File: src/rtl/morse_pkg.sv
// ============================================================================
//  Package  : morse_pkg
//  Purpose  : FSM/symbol types and default timing shared by the Morse path.
//  Revision : 1.0 - initial release
// ============================================================================
`default_nettype none

package morse_pkg;

    typedef enum logic [1:0] {
        ST_IDLE  = 2'd0,
        ST_PRESS = 2'd1,
        ST_GAP   = 2'd2,
        ST_WGAP  = 2'd3
    } state_e;

    typedef enum logic [1:0] {
        SYM_NONE = 2'd0,
        SYM_DOT  = 2'd1,
        SYM_DASH = 2'd2
    } symbol_e;

    localparam int MORSE_CNT_W    = 6;
    localparam int MORSE_DEBOUNCE = 2;
    localparam int MORSE_DOT_MAX  = 5;
    localparam int MORSE_CHAR_GAP = 10;
    localparam int MORSE_WORD_GAP = 30;

    function automatic symbol_e classify_press(input int unsigned len,
                                               input int unsigned dot_max);
        if (len == 0) begin
            return SYM_NONE;
        end else if (len <= dot_max) begin
            return SYM_DOT;
        end else begin
            return SYM_DASH;
        end
    endfunction

endpackage

`default_nettype wire

File: src/rtl/key_debounce.sv
// ============================================================================
//  Module   : key_debounce
//  Purpose  : Two-flop synchroniser followed by a stable-sample debouncer.
//  Revision : 1.0 - initial release
// ============================================================================
`default_nettype none

module key_debounce #(
    parameter int DEBOUNCE = 2
) (
    input  logic clk,
    input  logic rst_n,
    input  logic key_i,
    output logic key_db_o
);

    localparam int                 c_CNT_W = (DEBOUNCE > 1) ? $clog2(DEBOUNCE) : 1;
    localparam logic [c_CNT_W-1:0] c_LAST  = c_CNT_W'(DEBOUNCE - 1);
    localparam logic [c_CNT_W-1:0] c_ONE   = c_CNT_W'(1);

    logic               sync1_q;
    logic               sync2_q;
    logic               db_q;
    logic [c_CNT_W-1:0] cnt_q;

    // cnt_q counts consecutive samples that disagree with the debounced level;
    // any agreeing sample restarts the count, so short glitches are dropped.
    always_ff @(posedge clk or negedge rst_n) begin
        if (!rst_n) begin
            sync1_q <= 1'b0;
            sync2_q <= 1'b0;
            db_q    <= 1'b0;
            cnt_q   <= '0;
        end else begin
            sync1_q <= key_i;
            sync2_q <= sync1_q;
            if (sync2_q != db_q) begin
                if (cnt_q == c_LAST) begin
                    db_q  <= sync2_q;
                    cnt_q <= '0;
                end else begin
                    cnt_q <= cnt_q + c_ONE;
                end
            end else begin
                cnt_q <= '0;
            end
        end
    end

    assign key_db_o = db_q;

endmodule

`default_nettype wire

File: src/rtl/morse_key_timer.sv
// ============================================================================
//  Module   : morse_key_timer
//  Purpose  : Debounces the Morse key and times presses/gaps into dot, dash,
//             char_end and (with MORSE_WORD_GAP_EN defined) word_end strobes.
//  Revision : 1.0 - initial release
// ============================================================================
`default_nettype none

module morse_key_timer
    import morse_pkg::*;
#(
    parameter int CNT_W    = MORSE_CNT_W,
    parameter int DEBOUNCE = MORSE_DEBOUNCE,
    parameter int DOT_MAX  = MORSE_DOT_MAX,
    parameter int CHAR_GAP = MORSE_CHAR_GAP,
    parameter int WORD_GAP = MORSE_WORD_GAP
) (
    input  logic             clk,
    input  logic             rst_n,
    input  logic             key_i,
    output logic             dot_o,
    output logic             dash_o,
    output logic             char_end_o,
    output logic             word_end_o,
    output logic [CNT_W-1:0] press_len_o,
    output logic             key_db_o
);

    localparam int                 c_GAP_W    = CNT_W + 1;
    localparam logic [CNT_W-1:0]   c_LEN_ONE  = CNT_W'(1);
    localparam logic [CNT_W-1:0]   c_LEN_MAX  = '1;
    localparam logic [c_GAP_W-1:0] c_GAP_ONE  = c_GAP_W'(1);
    localparam logic [c_GAP_W-1:0] c_CHAR_END = c_GAP_W'(CHAR_GAP);
`ifdef MORSE_WORD_GAP_EN
    localparam logic [c_GAP_W-1:0] c_WORD_END = c_GAP_W'(CHAR_GAP + WORD_GAP);
    localparam state_e             c_GAP_EXIT = ST_WGAP;
`else
    localparam state_e             c_GAP_EXIT = ST_IDLE;
`endif

    if (CHAR_GAP + WORD_GAP >= (1 << c_GAP_W)) begin : g_gap_cfg_err
        $error("morse_key_timer: CHAR_GAP+WORD_GAP does not fit in the gap counter");
    end

    logic               key_db;
    state_e             state_q;
    logic [CNT_W-1:0]   press_len_q;
    logic [CNT_W-1:0]   press_len_d;
    logic [c_GAP_W-1:0] gap_cnt_q;
    logic [c_GAP_W-1:0] gap_cnt_d;
    logic               dot_q;
    logic               dash_q;
    logic               char_end_q;
    symbol_e            press_sym;

    key_debounce #(
        .DEBOUNCE (DEBOUNCE)
    ) u_key_debounce (
        .clk      (clk),
        .rst_n    (rst_n),
        .key_i    (key_i),
        .key_db_o (key_db)
    );

    assign press_len_d = (press_len_q == c_LEN_MAX) ? press_len_q : press_len_q + c_LEN_ONE;
    assign gap_cnt_d   = gap_cnt_q + c_GAP_ONE;
    assign press_sym   = classify_press(32'(press_len_q), DOT_MAX);

`ifdef MORSE_WORD_GAP_EN
    logic word_end_q;
`endif

    // gap_cnt_d is compared so that expiry lands exactly CHAR_GAP cycles after
    // the dot/dash strobe; a same-cycle rise still reports char_end.
    always_ff @(posedge clk or negedge rst_n) begin
        if (!rst_n) begin
            state_q     <= ST_IDLE;
            press_len_q <= '0;
            gap_cnt_q   <= '0;
            dot_q       <= 1'b0;
            dash_q      <= 1'b0;
            char_end_q  <= 1'b0;
`ifdef MORSE_WORD_GAP_EN
            word_end_q  <= 1'b0;
`endif
        end else begin
            dot_q      <= 1'b0;
            dash_q     <= 1'b0;
            char_end_q <= 1'b0;
`ifdef MORSE_WORD_GAP_EN
            word_end_q <= 1'b0;
`endif
            case (state_q)
                ST_IDLE: begin
                    if (key_db) begin
                        state_q     <= ST_PRESS;
                        press_len_q <= c_LEN_ONE;
                    end
                end
                ST_PRESS: begin
                    if (key_db) begin
                        press_len_q <= press_len_d;
                    end else begin
                        state_q   <= ST_GAP;
                        gap_cnt_q <= '0;
                        dot_q     <= (press_sym == SYM_DOT);
                        dash_q    <= (press_sym == SYM_DASH);
                    end
                end
                ST_GAP: begin
                    gap_cnt_q <= gap_cnt_d;
                    if (gap_cnt_d == c_CHAR_END) begin
                        char_end_q <= 1'b1;
                        if (key_db) begin
                            state_q     <= ST_PRESS;
                            press_len_q <= c_LEN_ONE;
                        end else begin
                            state_q     <= c_GAP_EXIT;
                            press_len_q <= '0;
                        end
                    end else if (key_db) begin
                        state_q     <= ST_PRESS;
                        press_len_q <= c_LEN_ONE;
                    end
                end
`ifdef MORSE_WORD_GAP_EN
                ST_WGAP: begin
                    gap_cnt_q <= gap_cnt_d;
                    if (key_db) begin
                        state_q     <= ST_PRESS;
                        press_len_q <= c_LEN_ONE;
                    end else if (gap_cnt_d == c_WORD_END) begin
                        word_end_q <= 1'b1;
                        state_q    <= ST_IDLE;
                    end
                end
`endif
                default: begin
                    state_q <= ST_IDLE;
                end
            endcase
        end
    end

    assign dot_o       = dot_q;
    assign dash_o      = dash_q;
    assign char_end_o  = char_end_q;
    assign press_len_o = press_len_q;
    assign key_db_o    = key_db;
`ifdef MORSE_WORD_GAP_EN
    assign word_end_o  = word_end_q;
`else
    assign word_end_o  = 1'b0;
`endif

endmodule

`default_nettype wire

File: config.mk
export PLATFORM = sky130hd
export DESIGN_NAME = morse_key_timer
export DESIGN_NICKNAME = d
export VERILOG_FILES = /design/src/rtl/morse_pkg.sv /design/src/rtl/key_debounce.sv /design/src/rtl/morse_key_timer.sv
export SDC_FILE = /design/constraint.sdc
export NUM_CORES = 1
export LEC_CHECK = 0
export ABC_CLOCK_PERIOD_IN_PS = 2400
export CAP_MARGIN = 20
export CORE_MARGIN = 1
export CORE_UTILIZATION = 50
export CTS_CLUSTER_DIAMETER = 100
export DETAILED_ROUTE_END_ITERATION = 8
export GPL_TIMING_DRIVEN = 0
export HOLD_SLACK_MARGIN = 0.06
export PLACE_DENSITY = 0.71
export SETUP_SLACK_MARGIN = 0.02
export SYNTH_ARGS = -nofsm -noshare
export SYNTH_HDL_FRONTEND = slang
export SYNTH_SLANG_ARGS = --single-unit
export TNS_END_PERCENT = 1
File: constraint.sdc
create_clock -name clk -period 2.4 [get_ports clk]
set_input_delay 0.6 -clock clk [delete_from_list [all_inputs] [get_ports clk]]
set_output_delay 0.6 -clock clk [all_outputs]
set_load 0.02 [all_outputs]
; ---- Yosys cells after proc, flatten, opt, wreduce, memory -nomap -nowiden
; Index checks and enable logic that the tools add are counted.
; Widths: inputs -> output; s select.
[word_totals]
wordCells = 54
register_bits = 22
out_inout_bits = 11
[classes]
reduce_logical = 7
n_eq_ne = 10
n_mux = 23
addsub = 3
n_lt_le_gt_ge = 1
[op_table]
columns = op, n
row1 = $mux 6, 4
row2 = $pmux 6 s3, 1
row3 = $pmux 7 s2, 1
row4 = $mux 1, 10
row5 = $mux 2, 5
row6 = $add 7x1->7 const B, 1
row7 = $eq 7x4->1 const B, 1
row8 = $mux 7, 1
row9 = $add 6x1->6 const B, 1
row10 = $eq 6x6->1 const B, 1
row11 = $le 6x3->1 const B, 1
row12 = $logic_not 6->1, 1
row13 = $pmux 2 s3, 1
row14 = $eq 2x1->1 const B, 2
row15 = $eq 2x2->1 const B, 2
row16 = $ne 2x2->1 const B, 2
row17 = $reduce_and 2->1, 2
row18 = $reduce_and 3->1, 1
row19 = $reduce_bool 3->1, 1
row20 = $logic_not 2->1, 1
row21 = $ne 2x1->1 const B, 1
row22 = $reduce_bool 2->1, 1
row23 = $add 1x1->1 const B, 1
row24 = $ne 1x1->1, 1

; ---- Longest topological paths before layout
; Gate-level depths: netlist of run 1.
[logic_depth]
word_depth = 6
depth_mapped = 7

; ---- Cells and area by module
; A second synthesis of run 1 with hierarchy kept.
[unflattened]
hier_cells = 146
area_unflattened_um2 = 1347.5
[by_module_without_submodules]
columns = module, cells_per_inst, area_each_um2, n_inst
row1 = morse_key_timer, 139, 1219.9, 1
row2 = key_debounce, 7, 127.6, 1

; ---- Least setup slack after synthesis of run 1
; OpenSTA, ideal clock, no wires.
[synth_timing]
path_type = reg2reg
from = register state_q[1]
to = register gap_cnt_q[2]
setup_ps = 121
slack_ps = 741
stages_incl_launch_ff = 8
arrival_time_ps = 1538
path_buffers = 1
period_less_slack_ps = 1659
path_cell_list = dfrtp_1 -> inv_1 -> ha_1 -> buf_2 -> and2_1 -> nor2_1 -> mux2_2 -> a22o_2
[synth_between]
elab_chain_len = 3
elab_cells_between_ends = 6
[synth_rtl]
columns = item, line_no
row1 = start: declaration, morse_key_timer.sv:46  ; state_e state_q;
row2 = start signal: assignment, morse_key_timer.sv:118  ; state_q <= c_GAP_EXIT;
row3 = $eq 2x1->1 / $eq 2x2->1 (equally long branches), morse_key_timer.sv:93  ; case (state_q)
row4 = $ne 2x2->1 (no line) / $reduce_bool 2->1 (equally long branches), -
row5 = $reduce_and 2->1 (no line), -
row6 = end signal: assignment, morse_key_timer.sv:111  ; gap_cnt_q <= gap_cnt_d;
row7 = end: declaration, morse_key_timer.sv:49  ; logic [c_GAP_W-1:0] gap_cnt_q;
; Several ways; a longest one is shown, not always the timed one.
; A chain may end at the register's enable or synchronous reset.

; ---- Worst setup path after layout of run 1
[layout_timing]
from = register press_len_q[2] (netlist: press_len_o[2])
to = output press_len_o[2]
[layout_rtl]
columns = item, line_no
row1 = start: declaration, morse_key_timer.sv:47  ; logic [CNT_W-1:0] press_len_q;
row2 = start signal: assignment, morse_key_timer.sv:97  ; press_len_q <= c_LEN_ONE;
row3 = start signal: assignment, morse_key_timer.sv:102  ; press_len_q <= press_len_d;
row4 = start signal: assignment, morse_key_timer.sv:116  ; press_len_q <= c_LEN_ONE;
row5 = end: declaration, morse_key_timer.sv:25  ; output logic [CNT_W-1:0] press_len_o,
; No word-level cell between the ends.

==> results of run 1 <==
[kinds of logic after synthesis]
logic type / count (synthesis)
and+or+nand+nor: 63
adders and majority gates: 10
DFF: 22
buffers and inverters: 13
xor gates and xnor gates: 2
muxes: 5
AOI/OAI and AO/OA: 36
other: 1
[worst min path at each step]
stage	to	slack (ns)
global route	u_key_debounce.sync2_q	0.38
CTS	u_key_debounce.sync2_q	0.37
finish	u_key_debounce.sync2_q	0.37
floorplan	char_end_o	0.30
detailed placement	u_key_debounce.sync2_q	0.34
global placement	u_key_debounce.sync2_q	0.33
[power groups by stage]
stage	Clock, mW	Combinational [mW]	Sequential (mW)
finish	0.285	0.831	0.551
global route	0.307	0.941	0.567
CTS	0.292	0.832	0.550
detailed placement	0	0.827	0.557
global placement	0	0.813	0.555
floorplan	0	0.563	0.577
[synthesized netlist by cell type, types with 2 or more instances]
library cell	n	area share, %
o21ai_0	9	3.3
and2_1	2	0.90
mux2i_1	3	2.2
inv_1	8	2.2
nand2_1	17	4.6
nand3_1	11	4.0
buf_2	3	1.1
a2111oi_0	2	1.3
a21oi_1	5	1.8
dfrtp_1	22	40
mux2_2	2	1.6
a21o_1	3	1.6
ha_1	10	9.0
nor2_1	13	3.5
or3_1	2	0.90
nor3_1	6	2.2
nand2b_1	2	0.90
[flip-flops by register name, indices dropped and copies added, names as in the netlist]
signal	flops
u_key_debounce.key_db_o	1
dash_o	1
char_end_o	1
u_key_debounce.sync1_q	1
gap_cnt_q	7
dot_o	1
u_key_debounce.cnt_q	1
state_q	2
u_key_debounce.sync2_q	1
press_len_o	6
[per-layer routing]
| metal | track usage, % | vias up |
|---|---|---|
| li1 | - | 578 |
| met1 | 27.5 | 563 |
| met2 | 39.2 | 22 |
| met3 | 3.89 | 4 |
| met4 | 8.12 | 0 |
| met5 | 0 | - |
[stage by stage]
step	setup WS, ns	power (mW)	instance area (um2)	instances	utilization [%]
after global routing	0.271	1.82	1610	199	63.3
after floorplan	0.741	1.14	1390	152	-
final	0.334	1.67	1610	199	63.3
after global placement	0.549	1.37	1540	194	60.6
after detailed placement	0.517	1.38	1540	194	60.6
after CTS	0.330	1.67	1600	198	62.7
[cells in the final DEF (no fill, tap or decap), types with 2 or more instances in the layout]
cell type / instances
mux2_2: 2
clkdlybuf4s50_1: 12
ha_1: 10
and2_1: 2
clkbuf_4: 3
nor2_1: 13
dfrtp_1: 22
buf_2: 3
a2111oi_0: 2
inv_1: 8
nand3_1: 11
nand2_1: 17
a21o_1: 3
mux2i_1: 3
nor3_1: 6
a21oi_1: 5
or3_1: 2
o21ai_0: 9
nand2b_1: 2
[layout make-up]
| type | count | area (um2) |
|---|---|---|
| Timing Repair Buffer | 13 | 135 |
| Clock buffer | 3 | 22.5 |
| Fill cell | 230 | 935 |
| Sequential cell | 22 | 551 |
| Multi-Input combinational cell | 117 | 777 |
| Inverter | 8 | 30.0 |
| Tap cell | 30 | 37.5 |
| Clock inverter | 1 | 30.0 |
| Buffer | 5 | 27.5 |
==> results.py, run 1 <==
metrics = {
    "routing": {
        "antenna_left": 0,
        "wl_per_cell_um": 14.4,
        "drt_iter0_markers": 28,
        "post-route-drc-count": 0,
        "dr.max_layer_used": "met4",
        "wl_met2_mm": 1.42,
        "wirelength_mm": 2.86,
        "vias": 1167,
        "drt-pass1-iter-count": 4,
        "wl_met3_um": 83,
        "drt-met1-wl_mm": 1.32,
        "viasPerCell": 5.86,
    },
    "power": {
        "leakage_nw": 0.715,
        "ir_worst_vdd_v": 0.000643,
        "p_switching_uw": 722,
        "p_seq_share_pct": 33.0,
        "intPower_uw": 945,
        "cellPowerDensity_mw_per_mm2": 1040,
        "switching_share_pct": 43.3,
        "comb_power_share_pct": 49.9,
        "p_clk_share_pct": 17.1,
    },
    "placed_design": {
        "numPortBuffers": 12,
        "routabilityCongestion": 0.834,
        "dp_hpwl_mm": 2.10,
    },
    "synthesis": {
        "syn_area_mm2": 0.00139,
        "netlist_instances": 152,
        "synth_top_family_by_area": "simple AND/OR/NAND/NOR gates",
        "synth-simple-area-share_pct": 22.8,
        "yosys_warnings": 0,
        "seq_area_frac_synth_pct": 39.7,
        "async_reset_ff_share_pct": 100,
        "synth_flop_cell": "dfrtp_1",
        "ys_ff_latch": 22,
        "synth_xor_area_share_pct": 1.26,
        "synth_edf_count": 0,
        "synth_fa_ha_area_share_pct": 9.03,
        "synthMuxAreaShare_pct": 3.79,
        "synth_compound_area_share_pct": 19.0,
        "synth.avg_cell_area_um2": 9.11,
        "syn-num-nets": 165,
        "synth_cell_type_count": 49,
    },
    "sta": {
        "finalSetupViolCount": 0,
        "fin_crit_ns": 2.07,
        "finalClockSkew_ns": 0.00852,
        "relSlewSlack_pct": 63.2,
        "tightest_slew_ns": 0.538,
        "whs_ns": 0.369,
        "setup_tns_ns": 0,
        "rsz0062_at_grt": "no",
        "timing.fmax_mhz": 484,
        "drv_slew": 0,
        "min_period_over_period_pct": 86.1,
        "hold_viol_final": 0,
    },
    "worst_setup_path": {
        "r2r_end": "gap_cnt_q[2]",
        "crit_required_ns": 1.80,
        "startpoint": "press_len_o[2]",
        "crit_family": "buffers and inverters",
        "rrSetupSlack_ns": 0.47,
        "cp-start-kind": "register",
        "crit_path_cell_trace": "clkdlybuf4s50_1",
        "arrival_ns": 1.47,
        "reg2regPathDepth": 7,
        "cp_slowest_cell": "clkdlybuf4s50_1",
        "crit_type": "register to output pin",
        "r2r-start": "state_q[1]",
        "path_depth": 1,
        "max_stage_delay_ns": 0.66,
        "critPathMaxFanout": 8,
        "crit_end": "press_len_o[2]",
        "end_kind": "output pin",
        "cp.buffers_inverters": 1,
    },
    "outcome": {
        "status": "completed",
    },
    "clock_network": {
        "cts_root_buf": "clkbuf_4",
        "ctsHoldBuffers": 0,
        "cts_tree": "built",
        "clock-sinks": 22,
        "cts.htree.levels": 1,
        "post_cts_resize_count": 0,
        "post-cts-setup-buffer-count": 0,
        "cts_buffers": 3,
        "insertion_delay_ns": 0.31,
        "clk_pin_slew_ns": 0.12,
        "clk_path_buf_depth": 2,
    },
    "die": {
        "rows": 18,
        "core_mm2": 0.00254,
        "start_util_pct": 54.4,
        "ios": 14,
        "die_h_um": 54.6,
        "die_w_um": 54.6,
        "die_area_mm2": 0.00298,
    },
    "global_routing": {
        "grt_antenna_before_repair": 0,
        "grt_max_degree": 23,
        "grt_pass1_vias": 1084,
        "globalRoute.totalOverflow": 0,
        "grt_pass1_wl_mm": 4.80,
        "track_usage_pct": 22.5,
    },
    "min_path": {
        "hp-class": "register to register",
        "whs_path_depth": 0,
        "min_from": "u_key_debounce.sync1_q",
    },
    "flow_run": {
        "drv_cap": 0,
    },
    "cells_and_area": {
        "synthToLayoutAreaGrowth_pct": 16.3,
        "num_antenna_cells": 0,
        "drive_above_1_share_pct": 11.2,
        "nNetsFinal": 183,
    },
}
No activity file was read; power rests on OpenSTA's default activity.
==> run 2, diff against run 1 <==
Settings changed: CTS_CLUSTER_DIAMETER 100 to 150.
==> results of run 2 <==
No change in the layout: final DEF, timing and power equal those of run 1.
==> run 3, diff against run 2 <==
Settings changed: GPL_TIMING_DRIVEN 0 to 1, PLACE_DENSITY 0.71 to 0.76.
==> run 3 against run 2 <==
  * Sequential power increased by 4.7%
  * Critical path type unchanged
  * Cell count shrank 2.5%
  * Highest routed layer unchanged
  * Sequential share of layout area up 0.76 points
==> results.py, run 3 (synthesis results as in run 1) <==
metrics = {
    "outcome": {
        "status": "completed",
    },
    "worst_setup_path": {
        "max_stage_delay_ns": 0.69,
        "startpoint": "u_key_debounce.key_db_o",
        "end_kind": "output pin",
        "arrival_ns": 1.64,
        "cp-start-kind": "register",
        "crit_type": "register to output pin",
        "crit_family": "buffers and inverters",
        "crit_path_cell_trace": "clkdlybuf4s50_1",
        "r2r-start": "state_q[0]",
        "crit_required_ns": 1.80,
        "cp.buffers_inverters": 1,
        "critPathMaxFanout": 13,
        "cp_slowest_cell": "clkdlybuf4s50_1",
    },
    "die": {
        "die_w_um": 54.6,
        "ios": 14,
        "die_h_um": 54.6,
        "rows": 18,
        "start_util_pct": 54.4,
        "die_area_mm2": 0.00298,
        "core_mm2": 0.00254,
    },
    "routing": {
        "antenna_left": 0,
        "viasPerCell": 6.03,
        "wl_per_cell_um": 15.3,
        "vias": 1169,
        "drt_iter0_markers": 21,
        "wirelength_mm": 2.97,
        "post-route-drc-count": 0,
        "drt-pass1-iter-count": 4,
    },
    "global_routing": {
        "grt.busiest_layer": "met2",
        "grt_pass1_vias": 1092,
        "use_met3_pct": 3.89,
        "use_met2_pct": 37.6,
        "use_met1_pct": 28.8,
        "grt_antenna_before_repair": 0,
        "grt_max_degree": 23,
        "grt_pass1_wl_mm": 4.81,
        "globalRoute.totalOverflow": 0,
        "track_usage_pct": 23.0,
    },
    "sta": {
        "fin_crit_ns": 2.24,
        "tightest_slew_ns": 0.534,
        "drv_slew": 0,
        "min_period_over_period_pct": 93.4,
        "hold_viol_final": 0,
        "setup_tns_ns": 0,
        "finalSetupViolCount": 0,
        "timing.fmax_mhz": 446,
        "relSlewSlack_pct": 63.5,
        "finalClockSkew_ns": 0.00613,
        "rsz0062_at_grt": "no",
    },
    "placed_design": {
        "numPortBuffers": 12,
        "routabilityCongestion": 0.970,
        "dp_hpwl_mm": 2.12,
    },
    "clock_network": {
        "ctsHoldBuffers": 0,
        "clk_pin_slew_ns": 0.13,
        "cts.htree.levels": 1,
        "cts_tree": "built",
        "cts_root_buf": "clkbuf_4",
        "insertion_delay_ns": 0.31,
        "clk_path_buf_depth": 2,
        "post_cts_resize_count": 0,
        "clock-sinks": 22,
        "post-cts-setup-buffer-count": 0,
        "cts_buffers": 3,
    },
    "power": {
        "power_mw": 1.67,
        "leakage_nw": 0.688,
        "cellPowerDensity_mw_per_mm2": 1060,
        "ir_worst_vdd_v": 0.000861,
    },
    "cells_and_area": {
        "layout_commonest_cell": "dfrtp_1",
        "synthToLayoutAreaGrowth_pct": 13.7,
        "final_cell_mix": "22 x dfrtp_1, 17 x nand2_1, 13 x nor2_1, 12 x clkdlybuf4s50_1, 11 x nand3_1",
        "top_register": "gap_cnt_q",
        "drive_above_1_share_pct": 8.54,
        "num_antenna_cells": 0,
        "largest_register_ffs": 7,
        "nNetsFinal": 178,
        "fillers": 209,
    },
    "min_path": {
        "min_from": "u_key_debounce.sync1_q",
        "hp-class": "register to register",
    },
    "flow_run": {
        "drv_cap": 0,
    },
}
[run 3: cell count changes in the layout (fill, tap and decap cells not counted)]
cell / previous run / this run
buf_2: 3 / 0
buf_8: 1 / 0
clkbuf_2: 1 / 0
[run 3: area by class of cell]
type,count,area [um2],share of cell area (%)
clock buffers,3,22.5,1.43
multi-input cells,117,777,49.3
well taps,30,37.5,2.38
flip-flops and latches,22,551,34.9
clock inverters,1,30.0,1.91
repair buffers,13,128,8.10
inverters,8,30.0,1.91
[run 3: final timing paths]
check,to,slack (ns),cells past startpoint
max in group asynchronous,press_len_o[0],1.57,2
min in group asynchronous,gap_cnt_q[4],0.61,2
setup reg to reg,press_len_o[2],0.41,7
hold reg to reg,u_key_debounce.sync2_q,0.38,0
hold / removal,u_key_debounce.sync2_q,0.38,0
setup / recovery,key_db_o,0.16,1
[run 3: power breakdown]
group / internal [mW] / switching, mW / total, mW
Clock: 0.169 / 0.125 / 0.293
Sequential: 0.446 / 0.130 / 0.577
Combinational: 0.314 / 0.483 / 0.797
[run 3: layer usage]
layer  vias up  share of wire, %
met2        40                48
met1       554                46
met5         -                 0
li1        569                 -
met4         0               1.2
met3         6               4.7
[run 3: metrics by stage]
step | cell area (um2) | hold WS [ns] | cells | utilization (%) | setup WS [ns]
2_1_floorplan | 1390 | 0.304 | 152 | - | 0.741
5_1_grt | 1580 | 0.390 | 194 | 61.9 | 0.0871
3_3_place_gp | 1520 | 0.334 | 190 | 59.8 | 0.477
6_report | 1580 | 0.381 | 194 | 61.9 | 0.159
4_1_cts | 1580 | 0.383 | 194 | 61.9 | 0.150
3_5_place_dp | 1520 | 0.353 | 190 | 59.8 | 0.453
